[src/rtl/tv80_blkxfer.sv]
`default_nettype none
// ============================================================================
// Module   : tv80_blkxfer
// Function : LDI/LDD/LDIR/LDDR block-transfer sequencer for the TV80 core
// Revision : 1.0
// ============================================================================
module tv80_blkxfer #(
   parameter int BC_IDX = 0,
   parameter int DE_IDX = 1,
   parameter int HL_IDX = 2
) (
   input  logic        clk,
   input  logic        reset,
   input  logic        CEN,
   input  logic        start,
   input  logic        dec,
   input  logic        rpt,
   input  logic        alt_sel,
   output logic [2:0]  AddrA,
   output logic [7:0]  DIH,
   output logic [7:0]  DIL,
   output logic        WEH,
   output logic        WEL,
   input  logic [7:0]  DOAH,
   input  logic [7:0]  DOAL,
   output logic [15:0] mem_addr,
   output logic        mem_rd,
   output logic        mem_wr,
   output logic [7:0]  mem_wdata,
   input  logic [7:0]  mem_rdata,
   input  logic        mem_ack,
   output logic        busy,
   output logic        done,
   output logic        pv
);

   localparam logic [1:0] BC_SEL = 2'(BC_IDX);
   localparam logic [1:0] DE_SEL = 2'(DE_IDX);
   localparam logic [1:0] HL_SEL = 2'(HL_IDX);

   typedef enum logic [3:0] {
      S_IDLE  = 4'd0,
      S_RD_BC = 4'd1,
      S_RD_DE = 4'd2,
      S_RD_HL = 4'd3,
      S_MRD   = 4'd4,
      S_MWR   = 4'd5,
      S_WB_HL = 4'd6,
      S_WB_DE = 4'd7,
      S_WB_BC = 4'd8,
      S_FIN   = 4'd9
   } state_t;

   state_t      state_q, state_d;
   logic [15:0] bc_q, bc_d, de_q, de_d, hl_q, hl_d;
   logic [7:0]  data_q, data_d;
   logic        dec_q, dec_d, rpt_q, rpt_d, alt_q, alt_d, pv_q, pv_d;
   logic        we;

   logic [15:0] hl_step, de_step, bc_dec;

   assign hl_step = dec_q ? (hl_q - 16'd1) : (hl_q + 16'd1);
   assign de_step = dec_q ? (de_q - 16'd1) : (de_q + 16'd1);
   assign bc_dec  = bc_q - 16'd1;

   always_comb begin
      state_d   = state_q;
      bc_d      = bc_q;
      de_d      = de_q;
      hl_d      = hl_q;
      data_d    = data_q;
      dec_d     = dec_q;
      rpt_d     = rpt_q;
      alt_d     = alt_q;
      pv_d      = pv_q;
      we        = 1'b0;
      AddrA     = 3'd0;
      DIH       = 8'd0;
      DIL       = 8'd0;
      mem_addr  = 16'd0;
      mem_rd    = 1'b0;
      mem_wr    = 1'b0;
      mem_wdata = 8'd0;
      case (state_q)
         S_IDLE: begin
            if (start) begin
               dec_d   = dec;
               rpt_d   = rpt;
               alt_d   = alt_sel;
               state_d = S_RD_BC;
            end
         end
         S_RD_BC: begin
            AddrA   = {alt_q, BC_SEL};
            bc_d    = {DOAH, DOAL};
            state_d = S_RD_DE;
         end
         S_RD_DE: begin
            AddrA   = {alt_q, DE_SEL};
            de_d    = {DOAH, DOAL};
            state_d = S_RD_HL;
         end
         S_RD_HL: begin
            AddrA   = {alt_q, HL_SEL};
            hl_d    = {DOAH, DOAL};
            state_d = S_MRD;
         end
         S_MRD: begin
            mem_rd   = 1'b1;
            mem_addr = hl_q;
            if (mem_ack) begin
               data_d  = mem_rdata;
               state_d = S_MWR;
            end
         end
         S_MWR: begin
            mem_wr    = 1'b1;
            mem_addr  = de_q;
            mem_wdata = data_q;
            if (mem_ack) state_d = S_WB_HL;
         end
         S_WB_HL: begin
            AddrA      = {alt_q, HL_SEL};
            {DIH, DIL} = hl_step;
            we         = 1'b1;
            hl_d       = hl_step;
            state_d    = S_WB_DE;
         end
         S_WB_DE: begin
            AddrA      = {alt_q, DE_SEL};
            {DIH, DIL} = de_step;
            we         = 1'b1;
            de_d       = de_step;
            state_d    = S_WB_BC;
         end
         S_WB_BC: begin
            AddrA      = {alt_q, BC_SEL};
            {DIH, DIL} = bc_dec;
            we         = 1'b1;
            bc_d       = bc_dec;
            pv_d       = |bc_dec;
            state_d    = (rpt_q && (|bc_dec)) ? S_MRD : S_FIN;
         end
         S_FIN:   state_d = S_IDLE;
         default: state_d = S_IDLE;
      endcase
   end

   // Reset suppresses the strobe so an interrupted writeback never lands.
   assign WEH  = we & CEN & ~reset;
   assign WEL  = we & CEN & ~reset;
   assign busy = (state_q != S_IDLE);
   assign done = (state_q == S_FIN);
   assign pv   = pv_q;

   always_ff @(posedge clk) begin
      if (reset) begin
         state_q <= S_IDLE;
         bc_q    <= 16'd0;
         de_q    <= 16'd0;
         hl_q    <= 16'd0;
         data_q  <= 8'd0;
         dec_q   <= 1'b0;
         rpt_q   <= 1'b0;
         alt_q   <= 1'b0;
         pv_q    <= 1'b0;
      end else if (CEN) begin
         state_q <= state_d;
         bc_q    <= bc_d;
         de_q    <= de_d;
         hl_q    <= hl_d;
         data_q  <= data_d;
         dec_q   <= dec_d;
         rpt_q   <= rpt_d;
         alt_q   <= alt_d;
         pv_q    <= pv_d;
      end
   end

endmodule
`default_nettype wire

[config.mk]
export PLATFORM = sky130hd
export DESIGN_NAME = tv80_blkxfer
export DESIGN_NICKNAME = d
export VERILOG_FILES = /design/src/rtl/tv80_blkxfer.sv
export SDC_FILE = /design/constraint.sdc
export NUM_CORES = 1
export LEC_CHECK = 0
export ABC_CLOCK_PERIOD_IN_PS = 4300
export BUFFER_PORTS_ARGS = -buffer_cell sky130_fd_sc_hd__buf_2
export CAP_MARGIN = 10
export CORE_MARGIN = 10
export CORE_UTILIZATION = 58
export DETAILED_ROUTE_END_ITERATION = 6
export PLACE_DENSITY = 0.84
export SLEW_MARGIN = 20
export SYNTH_ARGS = -nofsm -noshare
export SYNTH_HDL_FRONTEND = slang
export SYNTH_SLANG_ARGS = --single-unit
[constraint.sdc]
create_clock -name clk -period 4.3 [get_ports clk]
set_clock_uncertainty 0.2 [all_clocks]
set_input_delay 0.215 -clock clk [delete_from_list [all_inputs] [get_ports clk]]
set_output_delay 0.215 -clock clk [all_outputs]
set_load 0.1 [all_outputs]
==> results of run 1 <==
## cell families after synthesis
family                   Yosys count  share of synthesized area
AND/OR/NAND/NOR                  262                     0.2477
AO/OA/AOI/OAI                    243                     0.3087
flip-flops                        64                     0.2437
buffers and inverters             59                    0.04593
XOR/XNOR                          37                    0.06164
adder cells (fa/ha/maj)           32                    0.07901
multiplexers                       7                    0.01333
## how the worst max path moves through the flow
| stage | end | slack [ns] |
|---|---|---|
| CTS | DIH[7] | 0.38 |
| floorplan | DIH[6] | 0.09 |
| global placement | DIH[7] | 0.84 |
| global route | DIH[7] | 0.16 |
| detailed placement | DIH[7] | 0.76 |
| finish | DIH[7] | 0.34 |
## synthesized netlist by cell type, types with 3 or more instances
library cell | instances | area share
sky130_fd_sc_hd__a2111oi_0 | 3 | 0.0050
sky130_fd_sc_hd__a211oi_1 | 35 | 0.050
sky130_fd_sc_hd__a21o_1 | 15 | 0.021
sky130_fd_sc_hd__a21oi_1 | 74 | 0.070
sky130_fd_sc_hd__a22o_1 | 16 | 0.027
sky130_fd_sc_hd__a22oi_1 | 3 | 0.0043
sky130_fd_sc_hd__a2bb2oi_1 | 3 | 0.0050
sky130_fd_sc_hd__a311oi_1 | 5 | 0.0083
sky130_fd_sc_hd__a31o_2 | 5 | 0.0083
sky130_fd_sc_hd__a31oi_1 | 8 | 0.0095
sky130_fd_sc_hd__and2_1 | 15 | 0.018
sky130_fd_sc_hd__and3_1 | 7 | 0.0083
sky130_fd_sc_hd__buf_2 | 6 | 0.0057
sky130_fd_sc_hd__clkbuf_1 | 38 | 0.027
sky130_fd_sc_hd__dfxtp_1 | 64 | 0.24
sky130_fd_sc_hd__ha_1 | 30 | 0.071
sky130_fd_sc_hd__inv_1 | 12 | 0.0086
sky130_fd_sc_hd__mux2i_1 | 7 | 0.013
sky130_fd_sc_hd__nand2_1 | 71 | 0.051
sky130_fd_sc_hd__nand2b_1 | 6 | 0.0071
sky130_fd_sc_hd__nand3_1 | 17 | 0.016
sky130_fd_sc_hd__nand3b_1 | 3 | 0.0043
sky130_fd_sc_hd__nand4_1 | 10 | 0.012
sky130_fd_sc_hd__nor2_1 | 76 | 0.054
sky130_fd_sc_hd__nor2b_1 | 3 | 0.0036
sky130_fd_sc_hd__nor3_1 | 26 | 0.025
sky130_fd_sc_hd__nor4_1 | 7 | 0.0083
sky130_fd_sc_hd__o211ai_1 | 15 | 0.021
sky130_fd_sc_hd__o21a_1 | 3 | 0.0043
sky130_fd_sc_hd__o21ai_0 | 32 | 0.030
sky130_fd_sc_hd__o21bai_1 | 3 | 0.0043
sky130_fd_sc_hd__o221ai_1 | 3 | 0.0050
sky130_fd_sc_hd__o31ai_1 | 4 | 0.0057
sky130_fd_sc_hd__or3_1 | 3 | 0.0036
sky130_fd_sc_hd__or4_1 | 6 | 0.0086
sky130_fd_sc_hd__xnor2_1 | 23 | 0.038
sky130_fd_sc_hd__xor2_1 | 14 | 0.023
## layer usage
metal,GRT usage,share of wire,vias to the layer above
met2,0.4185,0.46,431
met1,0.3320,0.38,2759
met4,0.1040,0.026,0
met3,0.05677,0.13,57
met5,0,0,-
li1,-,-,2766
## registers in the layout, summed over array words and instances (netlist names)
register and flops:
rpt_q 1, data_q 8, de_q 16, hl_q 16, dec_q 1, alt_q 1, bc_q 16, state_q 4
pv 1
## power by group through the flow
stage | combinational, mW | clock [mW] | sequential, mW
after detailed placement | 0.617 | 0 | 0.672
after CTS | 0.628 | 0.629 | 0.658
final | 0.644 | 0.623 | 0.659
after floorplan | 0.495 | 0 | 0.652
after global routing | 0.680 | 0.658 | 0.664
after global placement | 0.608 | 0 | 0.670
## cell usage in the layout (no fill, tap or decap), drive strengths merged, types with 3 or more instances in the layout
cell type    instances
buf                 94
nor2                76
a21oi               74
nand2               71
dfxtp               64
a211oi              35
o21ai               33
ha                  30
nor3                27
xnor2               23
nand3               17
a22o                16
a21o                15
o211ai              15
and2                15
xor2                14
clkbuf              14
inv                 12
dlygate4sd3         12
nand4               10
nor4                10
a31oi                8
and3                 7
mux2i                7
or4                  7
nand2b               6
a31o                 5
a311oi               5
o31ai                4
a2111oi              4
or3                  4
o21a                 3
nor2b                3
nand3b               3
a2bb2oi              3
o21bai               3
a22oi                3
o221ai               3
o41ai                3
## per-stage QoR
step	cells	hold WS, ns	instance area (um^2)	setup WS (ns)	utilization
detailed placement	859	0.2435	5729	0.7564	0.6538
global placement	859	0.2382	5729	0.8401	0.6538
floorplan	704	0.1510	5270	0.09317	-
global route	887	0.02969	6082	0.1564	0.6940
finish	887	0.008307	6082	0.3396	0.6940
CTS	887	0.01136	6082	0.3753	0.6940
## cell type report
type | count | area (um^2)
clock buffers | 14 | 172.7
multi-input cells | 581 | 3752
fillers | 734 | 2681
inverters | 12 | 45.04
flip-flops and latches | 64 | 1281
repair buffers | 106 | 635.6
well taps | 108 | 135.1
clock inverters | 2 | 60.06
## worst max-delay path: stages, from the launching register on
cell and delay [ns]:
sky130_fd_sc_hd__dfxtp_1 0.79, sky130_fd_sc_hd__buf_12 0.25, sky130_fd_sc_hd__ha_1 0.31, sky130_fd_sc_hd__a21o_1 0.24, sky130_fd_sc_hd__a221o_1 0.38, sky130_fd_sc_hd__a211oi_1 0.38
sky130_fd_sc_hd__nor3_1 0.08, sky130_fd_sc_hd__nand3b_1 0.21, sky130_fd_sc_hd__nand4_1 0.10, sky130_fd_sc_hd__buf_2 0.43
## timing repair
| item | CTS | global route |
|---|---|---|
| hold endpoints to repair | 15 | 0 |
| setup endpoints to repair | 0 | 0 |
| hold buffers | 12 | 0 |
==> metrics.txt, run 1 <==
# TYPE chip_impl_metric gauge
chip_impl_metric{name="post_route_drc_violation_count",unit=""} 2
chip_impl_metric{name="grt_pass1_vias",unit=""} 5643
chip_impl_metric{name="synth-edff-count",unit=""} 0
chip_impl_metric{name="cts_htree_levels",unit=""} 3
chip_impl_metric{name="whs_path_cells",unit=""} 3
chip_impl_metric{name="initial_utilization",unit=""} 0.5999
chip_impl_metric{name="post-dp-hpwl",unit="mm"} 12.97
chip_impl_metric{name="postCtsSetupRepairBufs",unit=""} 0
chip_impl_metric{name="yosysSeqAreaShare",unit=""} 0.2437
chip_impl_info{name="clockRootBuffer",value="sky130_fd_sc_hd__clkbuf_8"} 1
chip_impl_metric{name="placeable_core_region",unit="um^2"} 8763
chip_impl_metric{name="wl",unit="mm"} 17.90
chip_impl_metric{name="max_slew.worst_pin.slew",unit="ns"} 0.9458
chip_impl_metric{name="reg2reg_setup_slack",unit="ns"} 1.10
chip_impl_metric{name="final_max_slew_viol_count",unit=""} 0
chip_impl_metric{name="gpl.final_weighted_congestion",unit=""} 1.002
chip_impl_metric{name="setup_tns",unit="ns"} 0
chip_impl_metric{name="die-width",unit="um"} 115.2
chip_impl_metric{name="placement_rows",unit=""} 34
chip_impl_metric{name="post_drt_via_cell_ratio",unit=""} 6.779
chip_impl_metric{name="synth.net_count",unit=""} 768
chip_impl_metric{name="synth_cell_type_count",unit=""} 62
chip_impl_metric{name="share_of_synthesized_registers_carrying_an_async_set_or_reset",unit=""} 0
chip_impl_metric{name="cts-resized-gates",unit=""} 0
chip_impl_metric{name="leakage_power_figure",unit="nW"} 2.612
chip_impl_metric{name="areaGrowthSynthToFinish",unit="%"} 15.68
chip_impl_metric{name="yosysWarningCount",unit=""} 0
chip_impl_metric{name="largest_net_degree_at_the_start_of_global_routing",unit=""} 39
chip_impl_info{name="crit_type",value="flip-flop to output pin"} 1
chip_impl_metric{name="worstPathMaxFanout",unit=""} 19
chip_impl_metric{name="clock_period_minus_final_worst_setup_slack",unit="ns"} 3.960
chip_impl_info{name="min_delay_worst_endpoint",value="dec_q$_SDFFE_PP0P_"} 1
chip_impl_metric{name="finalPower",unit="mW"} 1.926
chip_impl_metric{name="ir_worst_vdd",unit="uV"} 208.4
chip_impl_metric{name="synthesis.area",unit="um^2"} 5258
chip_impl_metric{name="ant_nets",unit=""} 0
chip_impl_metric{name="postSynthCellCount",unit=""} 704
chip_impl_metric{name="die_area",unit="um^2"} 13270
chip_impl_metric{name="report.final.setup_viol",unit=""} 0
chip_impl_metric{name="numCtsBuffers",unit=""} 9
chip_impl_metric{name="final-hold-violation-count",unit=""} 0
chip_impl_metric{name="clk-insertion-delay-late",unit="ns"} 0.35
chip_impl_metric{name="max_freq",unit="MHz"} 252.5
chip_impl_info{name="setup_repair_after_global_routing_missed_its_margin",value="no"} 1
chip_impl_info{name="worst_r2r_startpoint",value="dec_q$_SDFFE_PP0P_"} 1
chip_impl_metric{name="cts.sink_count",unit=""} 64
chip_impl_info{name="run_status",value="finished with violations"} 1
chip_impl_metric{name="number_of_register_bits_inferred_by_synthesis",unit=""} 64
chip_impl_metric{name="dr.first_iter.drc_count",unit=""} 606
chip_impl_metric{name="power.sequential.fraction",unit=""} 0.342
chip_impl_metric{name="max-clock-path-buffers",unit=""} 2
chip_impl_metric{name="port_buffers",unit=""} 81
chip_impl_info{name="crit_path_start_kind",value="flip-flop"} 1
chip_impl_info{name="min_from",value="dec"} 1
chip_impl_info{name="worst_r2r_endpoint",value="hl_q[15]$_SDFFE_PP0P_"} 1
chip_impl_metric{name="dr.pass1.iters",unit=""} 7
chip_impl_metric{name="route.vias.total",unit=""} 6013
chip_impl_info{name="yosys_most_used_dff",value="sky130_fd_sc_hd__dfxtp_1"} 1
chip_impl_metric{name="syn-mean-instance-area",unit="um^2"} 7.468
chip_impl_info{name="tritoncts_clock_tree",value="yes"} 1
chip_impl_metric{name="globalRoute.totalOverflow",unit=""} 0
chip_impl_metric{name="worstPathRequired",unit="ns"} 3.88
chip_impl_metric{name="drv.max_cap_violation_count",unit=""} 0
chip_impl_metric{name="swShare",unit=""} 0.3840
chip_impl_info{name="crit_end_category",value="output pin"} 1
chip_impl_metric{name="power.density",unit="nW/um^2"} 316.7
chip_impl_info{name="min_path_type",value="input pin to flip-flop"} 1
chip_impl_metric{name="final_net_count",unit=""} 838
chip_impl_metric{name="grt_first_pass_wirelength",unit="mm"} 28.40
chip_impl_metric{name="cts.clk_slew.worst_paths",unit="ns"} 0.07
chip_impl_metric{name="slew_headroom",unit=""} 0.3677
chip_impl_metric{name="switchingPower",unit="mW"} 0.7398
chip_impl_metric{name="worstRegToRegCells",unit=""} 8
chip_impl_info{name="failed_checks",value="design-rule violations"} 1
chip_impl_metric{name="post_route_cells_drive_above_1_share",unit=""} 0.1643
chip_impl_metric{name="gr-usage-all-layers",unit=""} 0.2608
chip_impl_metric{name="critPathArrivalTime",unit="ns"} 3.55
chip_impl_metric{name="p_int",unit="mW"} 1.187
chip_impl_metric{name="combinational_share_of_power",unit=""} 0.334
chip_impl_metric{name="top_level_ports",unit=""} 82
chip_impl_metric{name="antennaDiodeCount",unit=""} 0
chip_impl_metric{name="die_h",unit="um"} 115.2
chip_impl_metric{name="wire_per_inst",unit="um"} 20.18
chip_impl_metric{name="antenna_found_initial",unit=""} 0
chip_impl_info{name="worst_setup_path_startpoint",value="dec_q$_SDFFE_PP0P_"} 1
chip_impl_metric{name="power.clock.fraction",unit=""} 0.324
chip_impl_metric{name="period_share",unit=""} 0.9210
Power figures use the tool's default switching activity.
==> inputs of run 2 (changes only) <==
Settings changed: CORE_MARGIN 10 to default, RECOVER_POWER from default to 100.
==> run 2 against run 1 <==
Compared with the run above:
- global-route usage is 9.5 points higher
- maximum frequency is 0.74% higher
- highest routed layer unchanged
- largest power group unchanged
- sequential cell count stayed put
- the flow still finishes with violations (design-rule violations)
- sequential power hardly changed
==> metrics.txt, run 2 (synthesized netlist as in run 1, its figures left out) <==
# TYPE chip_impl_metric gauge
chip_impl_info{name="run_status",value="finished with violations"} 1
chip_impl_info{name="failed_checks",value="design-rule violations"} 1
chip_impl_metric{name="max-clock-path-buffers",unit=""} 2
chip_impl_info{name="layout.cells.most_common",value="sky130_fd_sc_hd__nor2_1"} 1
chip_impl_metric{name="post-dp-hpwl",unit="mm"} 11.76
chip_impl_metric{name="die_h",unit="um"} 97.21
chip_impl_metric{name="numPlacedInstances",unit=""} 859
chip_impl_metric{name="ir_worst_vdd",unit="uV"} 249.4
chip_impl_metric{name="placeable_core_region",unit="um^2"} 8763
chip_impl_metric{name="route.vias.total",unit=""} 5918
chip_impl_info{name="tritoncts_clock_tree",value="yes"} 1
chip_impl_metric{name="final_net_count",unit=""} 839
chip_impl_metric{name="gr-usage-all-layers",unit=""} 0.3553
chip_impl_info{name="worst_r2r_endpoint",value="hl_q[15]$_SDFFE_PP0P_"} 1
chip_impl_metric{name="antenna_found_initial",unit=""} 0
chip_impl_info{name="clockRootBuffer",value="sky130_fd_sc_hd__clkbuf_8"} 1
chip_impl_metric{name="max_slew.worst_pin.slew",unit="ns"} 1.352
chip_impl_metric{name="filler_cell_count",unit=""} 773
chip_impl_metric{name="post_route_cells_drive_above_1_share",unit=""} 0.1026
chip_impl_metric{name="clock_period_minus_final_worst_setup_slack",unit="ns"} 3.931
chip_impl_info{name="largestRegisters",value="bc_q: 16 flops, de_q: 16 flops, hl_q: 16 flops"} 1
chip_impl_info{name="worst_r2r_startpoint",value="dec_q$_SDFFE_PP0P_"} 1
chip_impl_info{name="min_path_type",value="input pin to flip-flop"} 1
chip_impl_metric{name="numCtsBuffers",unit=""} 9
chip_impl_metric{name="final_max_slew_viol_count",unit=""} 0
chip_impl_metric{name="dr.first_iter.drc_count",unit=""} 507
chip_impl_metric{name="dr.pass1.iters",unit=""} 7
chip_impl_metric{name="drv.max_cap_violation_count",unit=""} 0
chip_impl_info{name="worstSetupEndpoint",value="DIH[5]"} 1
chip_impl_metric{name="initial_utilization",unit=""} 0.5999
chip_impl_info{name="final_cell_mix",value="76 x sky130_fd_sc_hd__nor2_1, 74 x sky130_fd_sc_hd__a21oi_1, 71 x sky130_fd_sc_hd__nand2_1"} 1
chip_impl_metric{name="globalRoute.totalOverflow",unit=""} 0
chip_impl_info{name="setup_repair_after_global_routing_missed_its_margin",value="no"} 1
chip_impl_metric{name="cts_htree_levels",unit=""} 3
chip_impl_metric{name="port_buffers",unit=""} 81
chip_impl_metric{name="worstPathMaxFanout",unit=""} 24
chip_impl_metric{name="ant_nets",unit=""} 0
chip_impl_metric{name="areaGrowthSynthToFinish",unit="%"} 13.66
chip_impl_metric{name="fin_cells",unit=""} 888
chip_impl_metric{name="placement_rows",unit=""} 34
chip_impl_metric{name="die-width",unit="um"} 97.21
chip_impl_metric{name="grt_first_pass_wirelength",unit="mm"} 27.18
chip_impl_metric{name="power.density",unit="nW/um^2"} 313.6
chip_impl_metric{name="cts.clk_slew.worst_paths",unit="ns"} 0.08
chip_impl_metric{name="wl",unit="mm"} 16.86
chip_impl_metric{name="worstPathRequired",unit="ns"} 3.88
chip_impl_info{name="crit_type",value="flip-flop to output pin"} 1
chip_impl_metric{name="gpl.final_weighted_congestion",unit=""} 1.003
chip_impl_metric{name="worstRegToRegCells",unit=""} 7
chip_impl_metric{name="leakage_power_figure",unit="nW"} 2.397
chip_impl_metric{name="slew_headroom",unit=""} 0.09876
chip_impl_metric{name="antennaDiodeCount",unit=""} 0
chip_impl_metric{name="cts.sink_count",unit=""} 64
chip_impl_metric{name="largest_net_degree_at_the_start_of_global_routing",unit=""} 37
chip_impl_metric{name="clk-insertion-delay-late",unit="ns"} 0.35
chip_impl_metric{name="final-hold-violation-count",unit=""} 0
chip_impl_info{name="worst_setup_path_startpoint",value="dec_q$_SDFFE_PP0P_"} 1
chip_impl_metric{name="die_area",unit="um^2"} 9450
chip_impl_metric{name="wire_per_inst",unit="um"} 18.98
chip_impl_metric{name="setup_tns",unit="ns"} 0
chip_impl_metric{name="report.final.setup_viol",unit=""} 0
chip_impl_info{name="crit_end_category",value="output pin"} 1
chip_impl_metric{name="top_level_ports",unit=""} 82
chip_impl_metric{name="max_freq",unit="MHz"} 254.4
chip_impl_metric{name="period_share",unit=""} 0.9143
chip_impl_metric{name="grt_pass1_vias",unit=""} 5531
chip_impl_metric{name="post_drt_via_cell_ratio",unit=""} 6.664
chip_impl_metric{name="reg2reg_setup_slack",unit="ns"} 1.13
chip_impl_metric{name="critPathArrivalTime",unit="ns"} 3.52
chip_impl_metric{name="post_route_drc_violation_count",unit=""} 1
chip_impl_info{name="crit_path_start_kind",value="flip-flop"} 1
==> run 2: cell types whose count changed in the layout (fill, tap and decap cells not counted), sizes merged <==
cell | before | now
buf | 94 | 39
clkbuf | 14 | 69
bufinv | 2 | 1
clkinv | 0 | 1
dlygate4sd3 | 12 | 13
==> run 2: layout make-up <==
type	count	area (um^2)	area share
multi-input combinational	581	3732	0.6246
sequential	64	1282	0.2146
timing repair buffer	107	563.0	0.09422
clock buffer	14	182.7	0.03057
tap	108	135.1	0.02261
inverter	12	45.04	0.007538
clock inverter	2	35.03	0.005863
==> run 2: worst min path at each step <==
stage	startpoint	to	slack, ns	depth (start not counted)
6_report	DOAL[3]	de_q[3]$_SDFFE_PP0P_	0.04	3
5_1_grt	DOAH[6]	bc_q[14]$_SDFFE_PP0P_	0.06	3
4_1_cts	DOAL[3]	de_q[3]$_SDFFE_PP0P_	0.03	3
3_5_place_dp	data_q[4]$_SDFFE_PP0P_	data_q[4]$_SDFFE_PP0P_	0.25	2
3_3_place_gp	data_q[3]$_SDFFE_PP0P_	data_q[3]$_SDFFE_PP0P_	0.24	2
2_1_floorplan	mem_rdata[0]	data_q[0]$_SDFFE_PP0P_	0.15	2
==> run 2: stage by stage <==
step                utilization  hold WS, ns  cell area, um^2  setup WS (ns)  total power [mW]
floorplan                     -       0.1510             5270        0.09317             1.147
global placement         0.6523       0.2371             5717         0.5838             1.273
detailed placement       0.6523       0.2454             5717         0.4823             1.282
CTS                      0.6920      0.03469             6065         0.1022             1.863
global route             0.6819      0.05825             5976         0.1475             1.949
finish                   0.6819      0.03970             5976         0.3686             1.874
==> run 2: critical path: stages, from the launching register on <==
cell	delay [ns]
sky130_fd_sc_hd__dfxtp_2	0.70
sky130_fd_sc_hd__ha_1	0.38
sky130_fd_sc_hd__a2111oi_0	0.36
sky130_fd_sc_hd__o21ai_0	0.28
sky130_fd_sc_hd__a41oi_1	0.41
sky130_fd_sc_hd__o21ai_0	0.17
sky130_fd_sc_hd__xnor2_1	0.17
sky130_fd_sc_hd__o221ai_2	0.18
sky130_fd_sc_hd__clkbuf_2	0.50
==> run 2: what timing repair did <==
| item | in CTS | in global routing |
|---|---|---|
| hold buffers | 13 | 0 |
| gates resized for setup | 0 | 1 |
| setup buffers | 0 | 0 |
| endpoints found under the setup margin | 0 | 3 |
| hold endpoints to repair | 16 | 0 |
==> run 2: power breakdown <==
group | internal (mW) | switching [mW]
combinational | 0.188 | 0.440
sequential | 0.616 | 0.0446
clock | 0.331 | 0.254
==> run 2: per-layer routing <==
layer / GRT usage / vias to the layer above / share of wire
met5: 0 / - / 0
met4: 0.1618 / 0 / 0.030
met3: 0.07842 / 51 / 0.10
met2: 0.5699 / 315 / 0.46
met1: 0.4561 / 2772 / 0.41
li1: - / 2780 / -
